`src/rtl/rotl_seq_unit.sv`:
```
// Sequential rotate-left functional unit: rotates A left by (B mod WIDTH),
// one bit position per clock, with a start/busy/done handshake.
module rotl_seq_unit #(
    parameter int WIDTH = 4
) (
    input  logic             clk,
    input  logic             rst,
    input  logic             start,
    input  logic [WIDTH-1:0] A,
    input  logic [WIDTH-1:0] B,
    output logic             busy,
    output logic             done,
    output logic [WIDTH-1:0] R
);

    localparam int SHW = $clog2(WIDTH);

    typedef enum logic [1:0] {
        S_IDLE,
        S_RUN,
        S_DONE
    } state_t;

    state_t           r_state;
    state_t           w_state_next;
    logic [WIDTH-1:0] r_work;
    logic [WIDTH-1:0] w_work_next;
    logic [WIDTH-1:0] w_work_rot;
    logic [WIDTH-1:0] r_result;
    logic [WIDTH-1:0] w_result_next;
    logic [SHW-1:0]   r_cnt;
    logic [SHW-1:0]   w_cnt_next;
    logic [SHW-1:0]   w_amount;
    logic             w_unused_b;

    // Only the low SHW bits of B matter: the amount wraps modulo WIDTH.
    assign w_amount   = B[SHW-1:0];
    assign w_unused_b = ^B[WIDTH-1:SHW];

    // One-position left rotation of the working register.
    generate
        for (genvar gi = 0; gi < WIDTH; gi++) begin : g_rot
            assign w_work_rot[gi] = r_work[(gi + WIDTH - 1) % WIDTH];
        end
    endgenerate

    always_ff @(posedge clk) begin
        if (rst) begin
            r_state  <= S_IDLE;
            r_work   <= '0;
            r_cnt    <= '0;
            r_result <= '0;
        end else begin
            r_state  <= w_state_next;
            r_work   <= w_work_next;
            r_cnt    <= w_cnt_next;
            r_result <= w_result_next;
        end
    end

    always_comb begin
        w_state_next  = r_state;
        w_work_next   = r_work;
        w_cnt_next    = r_cnt;
        w_result_next = r_result;
        case (r_state)
            S_IDLE: begin
                if (start) begin
                    w_work_next = A;
                    w_cnt_next  = w_amount;
                    // A zero amount skips RUN and completes on the next cycle.
                    if (w_amount == '0) begin
                        w_result_next = A;
                        w_state_next  = S_DONE;
                    end else begin
                        w_state_next  = S_RUN;
                    end
                end
            end
            S_RUN: begin
                w_work_next = w_work_rot;
                w_cnt_next  = r_cnt - SHW'(1);
                if (r_cnt == SHW'(1)) begin
                    w_result_next = w_work_rot;
                    w_state_next  = S_DONE;
                end
            end
            S_DONE: begin
                w_state_next = S_IDLE;
            end
            default: begin
                w_state_next = S_IDLE;
            end
        endcase
    end

    assign busy = (r_state != S_IDLE);
    assign done = (r_state == S_DONE);
    assign R    = r_result;

endmodule
```
`config.mk`:
```
export PLATFORM = sky130hd
export DESIGN_NAME = rotl_seq_unit
export DESIGN_NICKNAME = d
export VERILOG_FILES = /design/src/rtl/rotl_seq_unit.sv
export SDC_FILE = /design/constraint.sdc
export NUM_CORES = 1
export LEC_CHECK = 0
export CORE_MARGIN = 3
export CORE_UTILIZATION = 40
export DETAILED_ROUTE_END_ITERATION = 6
export PLACE_DENSITY = 0.72
export SKIP_CTS_REPAIR_TIMING = 1
export SLEW_MARGIN = 20
export SYNTH_ARGS = -nofsm -noshare
export SYNTH_HDL_FRONTEND = slang
export SYNTH_SLANG_ARGS = --single-unit
```
`constraint.sdc`:
```
create_clock -name clk -period 1.5 [get_ports clk]
set_input_delay 0.15 -clock clk [delete_from_list [all_inputs] [get_ports clk]]
set_output_delay 0.15 -clock clk [all_outputs]
set_load 0.01 [all_outputs]
```
==> flow_summary.ini, run 1 <==
[status]
status = complete, no violations

[grt]
antenna_found_initial = 0
grt_usage = 0.1308
grt_max_degree = 15
grt_pass1_wl_microns = 1904
grt_pass1_vias = 461
grt.overflow.total = 0

[sta]
holdWs_ns = 0.3455
skew_ns = 0.003385
fin_crit_ns = 1.426
hold_viol = 0
tns_ns = 0
worst_pin_slew_ns = 0.4824
drv_slew = 0
setup_viol = 0
finalCritPeriodShare = 0.9505
relSlewSlack = 0.6774
rsz0062_at_grt = no
max_freq_mhz = 701.4

[placement]
io_buffers = 14
dp_hpwl_microns = 860.8
gp_congestion = 0.7647
dp.cells = 97
dpl-instance-area_sq_um = 775.7

[setup_path]
end_kind = register
critical_path_class = register to register
startpoint_type = register
cp.arrival_ns = 1.64
worstPathRequired_ns = 1.71
path_max_fanout = 6

[floorplanning]
start_util = 0.4409
die_w_microns = 44.34
die-area_sq_um = 1966
io_pins = 17
die_h_microns = 44.34
coreArea_sq_um = 1334
num_rows = 13

[layout]
stdcell_area_sq_um = 894.6
instances_no_fill = 107
num-nets-final = 105
area_growth_pct = 52.13
n_antenna_cell = 0
final_common_cell = nor2_1
layout_common_cells = nor2_1, dfxtp_1, clkdlybuf4s50_1, buf_4, mux2i_1
layout-drive-gt1-share = 0.2391

[route]
routed_via_density = 5.065
drt-initial-drc-count = 5
vias = 542
dr.pass1.iters = 4
routed_wl_microns = 1238
postRouteAntennaNets = 0
routedWlPerCell_microns = 11.57
drc_errors = 0

[synth]
syn_area_sq_um = 588.1
ys_seq_area_frac = 0.4085
syn_nets = 78
ys_seq_elements = 12
synth_area_per_cell_sq_um = 8.910
syn_inst = 66
ys_warn_count = 0
synth_cell_types = 21

[cts]
htree_num_levels = 1
tritoncts = yes
path_clk_slew_ns = 0.08
cts_root_buf = clkbuf_4
cts_made_buffers = 3
clock_sinks = 12
cts_buffer_depth = 2
clkLatencyLatePin_ns = 0.28

[pwr]
peakVddDrop_mv = 0.3838
power_density_nw_per_um2 = 965.5
p_leak_uw = 0.0004317

[run]
drv_cap = 0

[min_path]
hold_class = input port to register
-- cell usage after synthesis --
master,n,area (sq um)
a21oi_4,1,16.27
buf_1,1,3.750
mux2i_1,8,80.08
or2_1,1,6.260
ha_1,1,12.51
mux2_1,1,11.26
or4b_4,1,13.76
nor2_1,13,48.80
nand2_1,1,3.750
buf_2,1,5.000
inv_1,2,7.510
nand2b_1,1,6.260
nor3_1,2,10.01
a211oi_1,8,60.06
o21ai_1,1,5.000
o21ai_0,1,5.000
or3_1,1,6.260
dfxtp_1,12,240.2
nor2b_1,3,18.77
a21oi_1,4,20.02
clkbuf_1,2,7.510
-- critical path, stage by stage, from the launching register on --
cell     delay, ns
dfxtp_2       0.33
or4b_4        0.49
a21oi_4       0.25
buf_6         0.15
nor2b_1       0.14
-- where the power goes --
part | switching (uW) | total (uW) | internal, uW
logic | 100 | 229 | 129
clock network | 117 | 265 | 148
registers | 19.2 | 370 | 351
total | 236 | 864 | 627
-- flip-flops by register name, summed over array words and instances, names as in the netlist --
signal and count:
R 4, r_work 4, r_cnt 2, r_state 2
-- logic make-up after synthesis --
kind of cell	count (synthesis)	synth area share
adders and majority gates	1	0.02127
AOI/OAI and AO/OA	15	0.1808
and+or+nand+nor	23	0.1936
DFF	12	0.4085
muxes	9	0.1553
buffers and inverters	6	0.04042
-- per-layer routing --
metal  global-route usage  share of wire
met1               0.1716           0.48
met2               0.2006           0.47
met3              0.03659          0.033
met4              0.05422          0.017
met5                    0              0
-- area by class of cell --
type	count	area, sq um
clock buffer	4	36.28
fill	104	439.2
inverter	2	7.507
multi-input combinational	48	336.6
sequential	12	241.5
tap	15	18.77
timing repair buffer	26	254.0
-- metrics by stage --
| stage | total power [uW] | util | setup slack, ns |
|---|---|---|---|
| final | 863.7 | 0.6707 | 0.07426 |
| after global routing | 903.0 | 0.6707 | 0.005221 |
| after CTS | 838.3 | 0.6088 | -0.1327 |
| after detailed placement | 576.6 | 0.5816 | -0.2227 |
| after global placement | 572.1 | 0.5816 | -0.1924 |
| after floorplan | 491.8 | - | 0.1013 |
-- path summary, 6_finish.rpt --
kind	to	startpoint	slack, ns	cells after the start
worst min-delay path	r_cnt[1]	start	0.35	5
worst max register to register	r_state[1]	r_state[0]	0.07	4
worst max-delay path	r_state[1]	r_state[0]	0.07	4
worst min register to register	r_state[0]	r_state[1]	0.46	1
Note: power is estimated with default switching activity, not from simulation.
==> run 2: changes to the inputs <==
Settings changed: SLEW_MARGIN 20 to not set.
Clock period 1.5 ns to 1.2 ns, I/O delays scaled along.
==> flow_summary.ini, run 2 (same netlist as run 1, synthesis figures left out) <==
[pwr]
p_total_uw = 1048
power_density_nw_per_um2 = 1247
peakVddDrop_mv = 0.6958
p_leak_uw = 0.0004360

[sta]
worst_pin_slew_ns = 0.2519
finalCritPeriodShare = 1.182
setup_ws_ns = -0.2184
fin_crit_ns = 1.418
skew_ns = 0.003296
setup_viol = 8
rsz0062_at_grt = yes
relSlewSlack = 0.8273
tns_ns = -0.9004
hold_viol = 0
max_freq_mhz = 705.0
drv_slew = 0

[run]
drv_cap = 0

[layout]
n_antenna_cell = 0
stdcell_area_sq_um = 840.8
layout-drive-gt1-share = 0.1954
area_growth_pct = 42.98
num-nets-final = 100
final_common_cell = nor2_1
filler_cell_count = 120
layout_common_cells = nor2_1, dfxtp_1, mux2i_1, clkdlybuf4s50_1, buf_4

[route]
routed_via_density = 5.235
vias = 534
drt-initial-drc-count = 6
routedWlPerCell_microns = 12.52
routed_wl_microns = 1277
postRouteAntennaNets = 0
drc_errors = 0
dr.pass1.iters = 4

[floorplanning]
start_util = 0.4409
die_w_microns = 44.34
io_pins = 17
num_rows = 13
die_h_microns = 44.34
coreArea_sq_um = 1334
die-area_sq_um = 1966

[setup_path]
path_max_fanout = 8
path_cells = or4b_4, a21oi_4, nor2_1, a211oi_1
critical_path_class = register to register
path_delay_family = simple AND/OR/NAND/NOR gates
worstPathRequired_ns = 1.38
crit_path_top_delay_cell = or4b_4
cp.arrival_ns = 1.60
end_kind = register
startpoint_type = register
slowest_delay_ns = 0.49
path_buf_inv = 0

[min_path]
hold_class = input port to register

[grt]
grt_pass1_wl_microns = 1987
grt_usage = 0.1370
antenna_found_initial = 0
grt_max_degree = 15
grt.overflow.total = 0
grt_pass1_vias = 469

[placement]
dpl-instance-area_sq_um = 777.0
dp_hpwl_microns = 871
dp_slack_ns = -0.5992
io_buffers = 14
gp_congestion = 0.7186

[cts]
cts_root_buf = clkbuf_4
htree_num_levels = 1
clock_sinks = 12
cts_buffer_depth = 2
cts_made_buffers = 3
tritoncts = yes
path_clk_slew_ns = 0.08
clkLatencyLatePin_ns = 0.27

[status]
violations = setup timing
status = finished with violations
## run 2: cell types whose count changed in the layout (fill, tap and decap cells not counted)
cell	before	now
clkbuf_2	0	1
dlymetal6s2s_1	5	6
nor2_1	12	13
nor2_2	1	0
buf_6	3	0
clkdlybuf4s50_1	9	7
buf_4	9	7
## run 2: final cells by class
cell class / instances / area [sq um] / share of cell area
tap: 15 / 18.77 / 0.02232
sequential: 12 / 241.5 / 0.2872
timing repair buffer: 21 / 202.7 / 0.2411
inverter: 2 / 7.507 / 0.008929
multi-input combinational: 48 / 334.1 / 0.3973
clock buffer: 4 / 36.28 / 0.04315
## run 2: worst reg2reg max path: stages (launching register included)
cell	delay, ns
dfxtp_2	0.33
or4b_4	0.49
a21oi_4	0.23
nor2_1	0.09
a211oi_1	0.19
## run 2: layer usage
layer	GRT usage	part of all wire	up-vias
li1	-	-	275
met4	0.09036	0.020	0
met2	0.2035	0.45	15
met5	0	0	-
met1	0.1798	0.48	240
met3	0.02439	0.049	4
## run 2: through the flow
stage / util / hold slack (ns) / cells
floorplan: - / 0.1916 / 66
global placement: 0.5826 / 0.4791 / 97
detailed placement: 0.5826 / 0.4797 / 97
CTS: 0.6098 / 0.4951 / 101
global route: 0.6304 / 0.3330 / 102
finish: 0.6304 / 0.3254 / 102
## run 2: worst paths after layout
check             end  cells past startpoint  slack, ns       start
max              R[3]                      4      -0.22  r_state[0]
min          r_cnt[0]                      4       0.33        B[0]
min reg2reg  r_cnt[1]                      2       0.49    r_cnt[1]
max reg2reg      R[3]                      4      -0.22  r_state[0]
## run 2: where the power goes
group	internal, uW	switching, uW
Clock	184	143
Combinational	135	123
Sequential	438	24.2
==> run 3: changes to the inputs <==
Settings changed: HOLD_SLACK_MARGIN set to 0.12.
==> results of run 3 <==
The final DEF is identical to that of run 2; final timing and power are the same.
